## config.mk

```make
export PLATFORM = sky130hd
export DESIGN_NAME = pc_stack_flat
export DESIGN_NICKNAME = d
export VERILOG_FILES = /design/src/rtl/pc_stack_if.sv /design/src/rtl/pc_stack.sv /design/src/flat_wrapper.sv
export SDC_FILE = /design/constraint.sdc
export NUM_CORES = 1
export LEC_CHECK = 0
export CELL_PAD_IN_SITES_DETAIL_PLACEMENT = 0
export CELL_PAD_IN_SITES_GLOBAL_PLACEMENT = 2
export CORE_ASPECT_RATIO = 0.8
export CORE_MARGIN = 2
export CORE_UTILIZATION = 30
export DETAILED_ROUTE_END_ITERATION = 16
export PLACE_DENSITY = 0.63
export SYNTH_ARGS = -nofsm -noshare
export SYNTH_HDL_FRONTEND = slang
export SYNTH_SLANG_ARGS = --single-unit
```

## constraint.sdc

```tcl
create_clock -name clk -period 9.8 [get_ports clk]
set_input_delay 1.47 -clock clk [delete_from_list [all_inputs] [get_ports clk]]
set_output_delay 1.47 -clock clk [all_outputs]
set_load 0.02 [all_outputs]
```

## src/rtl/pc_stack_if.sv

```systemverilog
// Command/status bundle between the control unit and pc_stack.
//   master : control unit side (drives commands, data, offset; observes PC/stack status)
//   slave  : pc_stack side
// Signals: stall, jump, branch, call, ret, clr_err, data, offset (commands)
//          addr, depth, ras_empty, ras_full, ovf_err, unf_err (status)
interface pc_stack_if #(
  parameter int unsigned INSADDR_WIDTH = 32,
  parameter int unsigned OFFSET_WIDTH  = 16,
  parameter int unsigned RAS_DEPTH     = 8
);
  localparam int unsigned DEPTH_WIDTH = $clog2(RAS_DEPTH + 1);

  logic                     stall;
  logic                     jump;
  logic                     branch;
  logic                     call;
  logic                     ret;
  logic                     clr_err;
  logic [INSADDR_WIDTH-1:0] data;
  logic [OFFSET_WIDTH-1:0]  offset;
  logic [INSADDR_WIDTH-1:0] addr;
  logic [DEPTH_WIDTH-1:0]   depth;
  logic                     ras_empty;
  logic                     ras_full;
  logic                     ovf_err;
  logic                     unf_err;

  modport master (
    output stall, jump, branch, call, ret, clr_err, data, offset,
    input  addr, depth, ras_empty, ras_full, ovf_err, unf_err
  );

  modport slave (
    input  stall, jump, branch, call, ret, clr_err, data, offset,
    output addr, depth, ras_empty, ras_full, ovf_err, unf_err
  );
endinterface

```

## src/rtl/pc_stack.sv

```systemverilog
// Program counter with hardware return-address stack (RAS).
// Supports sequential step, absolute jump, signed relative branch, call/return,
// stall, and sticky overflow/underflow error flags.
// Ports:
//   clk  - rising-edge clock
//   rst  - asynchronous active-high reset
//   bus  - pc_stack_if.slave: commands in (stall/ret/call/jump/branch/clr_err,
//          data, offset); status out (addr, depth, ras_empty, ras_full,
//          ovf_err, unf_err)
// Command priority: stall > ret > call > jump > branch > sequential.
module pc_stack #(
  parameter int unsigned INSADDR_WIDTH = 32,
  parameter int unsigned OFFSET_WIDTH  = 16,
  parameter int unsigned STEP          = 1,
  parameter int unsigned RAS_DEPTH     = 8
) (
  input logic         clk,
  input logic         rst,
  pc_stack_if.slave   bus
);
  localparam int unsigned AW = INSADDR_WIDTH;
  localparam int unsigned DW = $clog2(RAS_DEPTH + 1);
  localparam int unsigned IW = $clog2(RAS_DEPTH);

  logic [AW-1:0] pc;
  logic [DW-1:0] sp;
  logic [AW-1:0] ras [RAS_DEPTH];
  logic          ovf_q;
  logic          unf_q;

  logic [AW-1:0] pc_step;
  logic [AW-1:0] off_ext;
  logic [AW-1:0] pc_next;
  logic [IW-1:0] push_idx;
  logic [IW-1:0] pop_idx;
  logic          empty;
  logic          full;
  logic          push;
  logic          pop;
  logic          ovf_ev;
  logic          unf_ev;

  assign pc_step  = pc + AW'(STEP);
  assign off_ext  = AW'($signed(bus.offset));
  assign empty    = (sp == '0);
  assign full     = (sp == DW'(RAS_DEPTH));
  // Indices are only used while sp is in range (push: !full, pop: !empty),
  // so truncating sp to the array index width is safe.
  assign push_idx = sp[IW-1:0];
  assign pop_idx  = IW'(sp - DW'(1));

  always_comb begin
    pc_next = pc_step;
    push    = 1'b0;
    pop     = 1'b0;
    ovf_ev  = 1'b0;
    unf_ev  = 1'b0;
    if (bus.stall) begin
      pc_next = pc;
    end else if (bus.ret) begin
      if (empty) begin
        unf_ev = 1'b1;
      end else begin
        pc_next = ras[pop_idx];
        pop     = 1'b1;
      end
    end else if (bus.call) begin
      pc_next = bus.data;
      if (full) ovf_ev = 1'b1;
      else      push   = 1'b1;
    end else if (bus.jump) begin
      pc_next = bus.data;
    end else if (bus.branch) begin
      pc_next = pc + off_ext;
    end
  end

  always_ff @(posedge clk or posedge rst) begin
    if (rst) begin
      pc    <= '0;
      sp    <= '0;
      ovf_q <= 1'b0;
      unf_q <= 1'b0;
    end else begin
      pc <= pc_next;
      if (push)     sp <= sp + DW'(1);
      else if (pop) sp <= sp - DW'(1);
      // A new error event overrides a simultaneous clear.
      ovf_q <= (ovf_q & ~bus.clr_err) | ovf_ev;
      unf_q <= (unf_q & ~bus.clr_err) | unf_ev;
    end
  end

  // Stack storage needs no reset; entries above sp are never read.
  always_ff @(posedge clk) begin
    if (push) ras[push_idx] <= pc_step;
  end

  assign bus.addr      = pc;
  assign bus.depth     = sp;
  assign bus.ras_empty = empty;
  assign bus.ras_full  = full;
  assign bus.ovf_err   = ovf_q;
  assign bus.unf_err   = unf_q;
endmodule

```

## src/flat_wrapper.sv

```systemverilog
// flat-port wrapper written by rule: the top's interface ports become plain ports
module pc_stack_flat 
#(
  parameter int unsigned INSADDR_WIDTH = 32,
  parameter int unsigned OFFSET_WIDTH  = 16,
  parameter int unsigned STEP          = 1,
  parameter int unsigned RAS_DEPTH     = 8
)
  (clk, rst, bus_stall, bus_jump, bus_branch, bus_call, bus_ret, bus_clr_err, bus_data, bus_offset, bus_addr, bus_depth, bus_ras_empty, bus_ras_full, bus_ovf_err, bus_unf_err);
  pc_stack_if #(.INSADDR_WIDTH(INSADDR_WIDTH), .OFFSET_WIDTH(OFFSET_WIDTH), .RAS_DEPTH(RAS_DEPTH)) bus_i ();
  input logic clk;
  input logic rst;
  input wire logic [$bits(bus_i.stall)-1:0] bus_stall;
  input wire logic [$bits(bus_i.jump)-1:0] bus_jump;
  input wire logic [$bits(bus_i.branch)-1:0] bus_branch;
  input wire logic [$bits(bus_i.call)-1:0] bus_call;
  input wire logic [$bits(bus_i.ret)-1:0] bus_ret;
  input wire logic [$bits(bus_i.clr_err)-1:0] bus_clr_err;
  input wire logic [$bits(bus_i.data)-1:0] bus_data;
  input wire logic [$bits(bus_i.offset)-1:0] bus_offset;
  output wire logic [$bits(bus_i.addr)-1:0] bus_addr;
  output wire logic [$bits(bus_i.depth)-1:0] bus_depth;
  output wire logic [$bits(bus_i.ras_empty)-1:0] bus_ras_empty;
  output wire logic [$bits(bus_i.ras_full)-1:0] bus_ras_full;
  output wire logic [$bits(bus_i.ovf_err)-1:0] bus_ovf_err;
  output wire logic [$bits(bus_i.unf_err)-1:0] bus_unf_err;
  assign bus_i.stall = bus_stall;
  assign bus_i.jump = bus_jump;
  assign bus_i.branch = bus_branch;
  assign bus_i.call = bus_call;
  assign bus_i.ret = bus_ret;
  assign bus_i.clr_err = bus_clr_err;
  assign bus_i.data = bus_data;
  assign bus_i.offset = bus_offset;
  assign bus_addr = bus_i.addr;
  assign bus_depth = bus_i.depth;
  assign bus_ras_empty = bus_i.ras_empty;
  assign bus_ras_full = bus_i.ras_full;
  assign bus_ovf_err = bus_i.ovf_err;
  assign bus_unf_err = bus_i.unf_err;
  pc_stack #(.INSADDR_WIDTH(INSADDR_WIDTH), .OFFSET_WIDTH(OFFSET_WIDTH), .STEP(STEP), .RAS_DEPTH(RAS_DEPTH)) u_core (.clk(clk), .rst(rst), .bus(bus_i));
endmodule
```

==> results.json <==
{
  "hold_viol": 0,
  "cts.repair.resized": 0,
  "report.final.setup_viol": 0,
  "max_stage_delay_ns": 0.81,
  "cpMaxStageDelayCell": "sky130_fd_sc_hd__nor2_1",
  "ys_top_cells_by_area": "sky130_fd_sc_hd__edfxtp_1 (53%), sky130_fd_sc_hd__mux4_2 (10%), sky130_fd_sc_hd__dfrtp_1 (6.6%)",
  "first_drt_pass_iteration_count": 5,
  "total_routing_resource_utilization_after_global_routing_pct": 18.2,
  "final_min_period_over_clock_period_pct": 48.4,
  "max_cap_viol_count": 0,
  "chipHeight_um": 200,
  "crit_family": "simple AND/OR/NAND/NOR gates",
  "timing.final.crit_period_ns": 4.75,
  "number_of_antenna_violations_at_the_first_check_in_global_routing": 1,
  "post_cts_buffers": 0,
  "finalNetCount": 1265,
  "swShare_pct": 40.5,
  "die_area_um2": 50000,
  "route.antenna.remaining_nets": 0,
  "clock.fmax_mhz": 211,
  "clkPwrFrac_pct": 19.5,
  "cts_tree": "built",
  "synthDominantAreaCellType": "sky130_fd_sc_hd__edfxtp_1",
  "synth-seq-cells": 294,
  "skew_ns": 0.0119,
  "total_power_mw": 5.48,
  "cts_max_path_buffers": 3,
  "timing.critical_path.from_type": "primary input",
  "ctsRootBufferMaster": "sky130_fd_sc_hd__clkbuf_16",
  "total_switching_power_mw": 2.22,
  "grt_max_degree": 53,
  "share_of_the_synthesized_area_in_the_top_cell_type_pct": 53.1,
  "placementRows": 71,
  "clk-insertion-delay-late_ns": 0.56,
  "n_diodes": 0,
  "tightestPinTransition_ns": 0.986,
  "crit_path_cell_trace": "clkdlybuf4s50_1 > buf_4 > nor2_1 > nand2_1 > nor2_1 > nand2_1 > nor3_2 > buf_4",
  "finish.instance_area_um2": 17100,
  "dp.final_hpwl_um": 30000,
  "p_leak_nw": 5.78,
  "floorplan.initialDensity_pct": 30.5,
  "power.density_nw_per_um2": 321,
  "ctsHtreeMaxLevel": 1,
  "num-fill-cells": 4645,
  "post_synth_num_cell_types": 75,
  "yosys_warnings": 0,
  "global_route.overflow_total": 0,
  "syn_area_um2": 14500,
  "synthFlopType": "sky130_fd_sc_hd__edfxtp_1",
  "critical_path_class": "primary input to register",
  "grt_setup_unrepaired": "false",
  "dpl_cell_area_um2": 16200,
  "detailroute.wirelength.met3_um": 2050,
  "critPathMaxFanout": 32,
  "share_seq_of_total_power_pct": 34.5,
  "port_buffers": 95,
  "route.vias.total": 9646,
  "final_max_slew_viol_count": 0,
  "vias_per_cell": 5.32,
  "critical_path_buf_inv_count": 3,
  "core_area_um2": 47300,
  "total_wire_length_after_detailed_routing_um": 45800,
  "drc": 0,
  "p_int_mw": 3.26,
  "die_w_um": 249,
  "grt_pass1_wl_um": 67600,
  "worst_setup_path_end_kind": "register",
  "cts_inserted_buffers": 29,
  "synth-seq-area-share_pct": 59.7,
  "synth_enable_flop_cells": 256,
  "grt_pass1_vias": 9641,
  "netlist_instances": 1076,
  "num_io_pins": 96,
  "wl_per_cell_um": 25.2,
  "asyncSetResetFlopFracSynth_pct": 12.9,
  "syn_avg_cell_area_um2": 13.4,
  "irDropWorstVdd_mv": 0.167,
  "drive_above_1_share_pct": 13.2,
  "route.layer.met1.wl_um": 22800,
  "run_status": "completed",
  "maxUsedRoutingLayer": "met4",
  "clock-sinks": 294,
  "maxSlewHeadroom_pct": 34.0,
  "met2WireLength_um": 20400,
  "synth_net_count": 1167,
  "gpl.final_weighted_congestion": 0.793,
  "drt-initial-drc-count": 833,
  "worstHoldPathType": "register to register",
  "cp.required_ns": 10.00,
  "cts_hold_buf": 0,
  "syn2layout_area_growth_pct": 17.9,
  "combinationalPowerShare_pct": 46.1,
  "critical_path_arrival_ns": 4.94,
  "cts.clk_slew.worst_paths_ns": 0.06,
  "setup_tns_ns": 0
}
-- cell type report --
| class | instances | area [µm²] | area share (%) |
|---|---|---|---|
| flip-flops and latches | 294 | 8640 | 50.7 |
| multi-input cells | 699 | 5520 | 32.3 |
| repair buffers | 120 | 1130 | 6.62 |
| well taps | 620 | 776 | 4.55 |
| clock buffers | 33 | 741 | 4.34 |
| clock inverters | 18 | 136 | 0.800 |
| inverters | 30 | 113 | 0.660 |
-- cell usage after synthesis, types with 14 or more instances --
master / count
sky130_fd_sc_hd__a211oi_1: 16
sky130_fd_sc_hd__a21oi_1: 61
sky130_fd_sc_hd__a31oi_1: 16
sky130_fd_sc_hd__clkbuf_1: 28
sky130_fd_sc_hd__dfrtp_1: 38
sky130_fd_sc_hd__edfxtp_1: 256
sky130_fd_sc_hd__ha_1: 34
sky130_fd_sc_hd__inv_1: 29
sky130_fd_sc_hd__mux2i_1: 14
sky130_fd_sc_hd__mux4_2: 64
sky130_fd_sc_hd__nand2_1: 114
sky130_fd_sc_hd__nand3_1: 30
sky130_fd_sc_hd__nor2_1: 61
sky130_fd_sc_hd__nor3_1: 18
sky130_fd_sc_hd__o21ai_0: 47
sky130_fd_sc_hd__xnor2_1: 43
sky130_fd_sc_hd__xor2_1: 16
-- power groups by stage --
stage | Clock, mW | Sequential, mW | Combinational (mW)
3_3_place_gp | 0 | 1.92 | 2.55
3_5_place_dp | 0 | 1.92 | 2.56
4_1_cts | 1.08 | 1.90 | 2.57
6_report | 1.07 | 1.89 | 2.53
5_1_grt | 1.14 | 1.92 | 2.76
2_1_floorplan | 0 | 1.88 | 1.63
-- cells in the final DEF, fill, tap and decap left out, drive strengths merged, types with 34 or more instances in the layout --
| master | synthesis | layout |
|---|---|---|
| o21ai | 59 | 59 |
| clkdlybuf4s50 | 0 | 93 |
| a21oi | 62 | 62 |
| edfxtp | 256 | 256 |
| xnor2 | 43 | 43 |
| nand2 | 114 | 114 |
| dfrtp | 38 | 38 |
| ha | 34 | 34 |
| nor2 | 61 | 61 |
| mux4 | 64 | 64 |
-- worst paths after layout --
kind                       cells after the start                         endpoint  slack [ns]                             from
min in group asynchronous                      3  u_core.bus.addr[10]$_DFFE_PP0N_        1.39                              rst
max in group asynchronous                      3  u_core.bus.depth[0]$_DFFE_PP0P_        7.90                              rst
min                                            2     u_core.bus.unf_err$_DFF_PP0_        0.53     u_core.bus.unf_err$_DFF_PP0_
min reg2reg                                    2     u_core.bus.unf_err$_DFF_PP0_        0.53     u_core.bus.unf_err$_DFF_PP0_
max                                            8       u_core.ras[1][7]$_DFFE_PP_        5.05                          bus_ret
max reg2reg                                   11  u_core.bus.addr[23]$_DFFE_PP0N_        5.49  u_core.bus.depth[0]$_DFFE_PP0P_
-- tightest hold or removal path: stages (launching register included) --
cell	delay, ns
sky130_fd_sc_hd__dfrtp_1	0.37
sky130_fd_sc_hd__inv_1	0.06
sky130_fd_sc_hd__o22ai_1	0.06
-- state kept, by name, indices dropped and copies added, names as in the netlist --
| register | cells |
|---|---|
| u_core.bus.addr | 32 |
| u_core.bus.depth | 4 |
| u_core.bus.ovf_err | 1 |
| u_core.bus.unf_err | 1 |
| u_core.ras | 256 |
-- per-layer routing --
metal  up-vias  global-route usage (%)
li1       4397                       -
met1      4982                    28.0
met2       235                    28.0
met3        32                    2.51
met4         0                    2.13
met5         -                       0
-- metrics by stage --
step	setup slack (ns)	hold WS (ns)	utilization, %	cells
floorplan	4.16	0.615	-	1076
global placement	4.41	0.522	34.2	1763
detailed placement	4.43	0.534	34.2	1763
CTS	5.00	0.543	36.0	1814
global route	4.86	0.561	36.0	1814
finish	5.05	0.533	36.0	1814
-- logic make-up after synthesis --
group	share of synthesized area (%)
DFF	59.7
and+or+nand+nor	9.30
AOI/OAI and AO/OA	10.5
buffers and inverters	2.73
muxes	11.1
xor gates and xnor gates	3.57
adders and majority gates	3.08
Note: power is estimated with default switching activity, not from simulation.
==> RTL change, RTL diff (same flow settings) <==
`INSADDR_WIDTH` is set to 32 in 3 places; all go to 48.
--- a/src/rtl/pc_stack_if.sv
+++ b/src/rtl/pc_stack_if.sv
@@ -4,7 +4,7 @@
 // Signals: stall, jump, branch, call, ret, clr_err, data, offset (commands)
 //          addr, depth, ras_empty, ras_full, ovf_err, unf_err (status)
 interface pc_stack_if #(
-  parameter int unsigned INSADDR_WIDTH = 32,
+  parameter int unsigned INSADDR_WIDTH = 48,
   parameter int unsigned OFFSET_WIDTH  = 16,
   parameter int unsigned RAS_DEPTH     = 8
 );
--- a/src/rtl/pc_stack.sv
+++ b/src/rtl/pc_stack.sv
@@ -9,7 +9,7 @@
 //          ovf_err, unf_err)
 // Command priority: stall > ret > call > jump > branch > sequential.
 module pc_stack #(
-  parameter int unsigned INSADDR_WIDTH = 32,
+  parameter int unsigned INSADDR_WIDTH = 48,
   parameter int unsigned OFFSET_WIDTH  = 16,
   parameter int unsigned STEP          = 1,
   parameter int unsigned RAS_DEPTH     = 8
--- a/src/flat_wrapper.sv
+++ b/src/flat_wrapper.sv
@@ -1,7 +1,7 @@
 // flat-port wrapper written by rule: the top's interface ports become plain ports
 module pc_stack_flat 
 #(
-  parameter int unsigned INSADDR_WIDTH = 32,
+  parameter int unsigned INSADDR_WIDTH = 48,
   parameter int unsigned OFFSET_WIDTH  = 16,
   parameter int unsigned STEP          = 1,
   parameter int unsigned RAS_DEPTH     = 8
Interface: changed (resized bus_addr and bus_data); port bits go from 96 to 128. The function was not compared with the original's and may differ.
==> RTL change against the original RTL <==
Core utilization down 0.58 points. Power up 55%. Combinational power up 58%. Wire length up 61%. Synthesized area up 54%. Setup slack worse by 0.21 ns. Global-route usage up 0.92 points. Cell area up 53%. Sequential cell count up 144. Cell count up 56%. Critical endpoint is now bus_ras_empty. Largest cell class unchanged.
==> RTL change: results <==
set metrics [dict create \
    fin_nets 1962 \
    synth-edff-count 384 \
    root_buffer "clkbuf_16" \
    regMostFlops "u_core.ras" \
    clk_pin_slew_ns 0.06 \
    syn_nets 1848 \
    htreeDepth 2 \
    dp_cells 2749 \
    ir_worst_vdd_v 0.0001963 \
    hold_path_depth 1 \
    yosysUniqueCellTypes 93 \
    worstHoldEndpoint "u_core.bus.depth[3]" \
    holdWs_ns 0.5151 \
    drive_above_1_share_pct 13.52 \
    drtIter0Drc 1373 \
    synth_warnings 0 \
    hold_path.class "flop to flop" \
    antenna_found_initial 4 \
    hp-start "u_core.bus.depth[3]" \
    worstRegToRegCells 10 \
    first_global_vias 15370 \
    met1_usage_pct 27.59 \
    tightest_slew_ns 1.088 \
    drt-total-wl_um 73480 \
    clock_path_buffers 3 \
    num_antenna_cells 0 \
    syn_inst 1725 \
    r2r_end "u_core.bus.addr[16]" \
    synth_top_flop_cell "edfxtp_1" \
    cts_resized 0 \
    stdcell_count 2826 \
    grt_pass1_wl_um 106700 \
    largest_register_ffs 384 \
    dp_hpwl_um 49090 \
    routabilityCongestion 0.8275 \
    portBuffers 127 \
    post_cts_buffers 0 \
    power_leakage_nw 8.794 \
    ys_seq_area_share_pct 57.99 \
    met3_usage_pct 2.417 \
    cts_buffers 43 \
    grt_max_degree 57 \
    synth_area_leaders "edfxtp_1, mux4_2, dfrtp_1" \
    async_reset_ff_share_pct 12.33 \
    fill_cells 7189 \
    path_max_fanout 29 \
    grt_use_total_pct 19.10 \
    viasPerCell 5.452 \
    skew_ns 0.01441 \
    outcome "completed" \
    firstDrtPassIters 5 \
    clock_latency_ns 0.57 \
    r2r_slack_ns 5.64 \
    synth_top_cells_by_count "edfxtp_1, nand2_1, a21oi_1, nor2_1, mux4_2" \
    grt_use_met2_pct 30.96 \
    rr_startpoint "u_core.bus.depth[0]" \
]
## RTL change: cell count changes in the layout (fill, tap and decap cells not counted), moves of 17 or more
cell             change
o21ai_0             +29
nor2_1              +38
mux4_2              +32
edfxtp_1           +128
nand2_1             +93
nor3_1              +17
clkdlybuf4s50_1     +31
a21oi_1             +77
## RTL change: per-stage QoR
step	setup slack (ns)	instance area [sq um]
floorplan	2.451	22210
global placement	4.668	24580
detailed placement	4.680	24580
CTS	4.777	26040
global route	4.705	26040
finish	4.843	26040
## RTL change: cell type report
| type | instances | share of cell area [%] |
|---|---|---|
| Clock buffer | 60 | 4.646 |
| Clock inverter | 17 | 0.9657 |
| Inverter | 40 | 0.5766 |
| Multi-Input combinational cell | 1156 | 33.96 |
| Sequential cell | 438 | 49.48 |
| Tap cell | 955 | 4.588 |
| Timing Repair Buffer | 160 | 5.775 |
## RTL change: power breakdown
group	switching, W	internal (W)
Sequential	0.000307	0.00246
Clock	0.000743	0.00100
Combinational	0.00245	0.00154
## RTL change: worst max path at each step
stage / slack, ns / cells after the start / from / end
final: 4.84 / 6 / u_core.bus.depth[0] / bus_ras_empty
after global routing: 4.71 / 6 / u_core.bus.depth[0] / bus_ras_empty
after CTS: 4.78 / 6 / u_core.bus.depth[0] / bus_ras_empty
after detailed placement: 4.68 / 12 / bus_offset[15] / u_core.bus.addr[41]
after global placement: 4.67 / 12 / bus_offset[15] / u_core.bus.addr[41]
after floorplan: 2.45 / 4 / bus_stall / u_core.ras[0][0]
## RTL change: kinds of logic (layout without fill, tap and decap cells)
group	count (synthesis)	count (layout)	share of synthesized area (%)
multiplexers	113	113	10.51
flip-flops	438	438	57.99
AO/OA/AOI/OAI	423	423	12.34
AND/OR/NAND/NOR	493	493	10.62
buffers and inverters	131	277	2.642
adder cells (fa/ha/maj)	51	51	2.906
XOR/XNOR	76	76	2.997
## RTL change: worst max-delay path, cell delays in order, from the launching register on
cell and delay [ns]:
dfrtp_4 0.60, inv_1 0.17, ha_4 0.22, or3b_2 0.59
inv_1 0.11, buf_4 0.46, clkdlybuf4s50_1 0.74
## RTL change: routing by layer
layer / vias to the layer above / wire, um / part of all wire [%]
li1: 6948 / - / -
met1: 7937 / 34390 / 47
met2: 434 / 34340 / 47
met3: 84 / 3488 / 4.7
met4: 4 / 1236 / 1.7
met5: - / 27 / 0.037
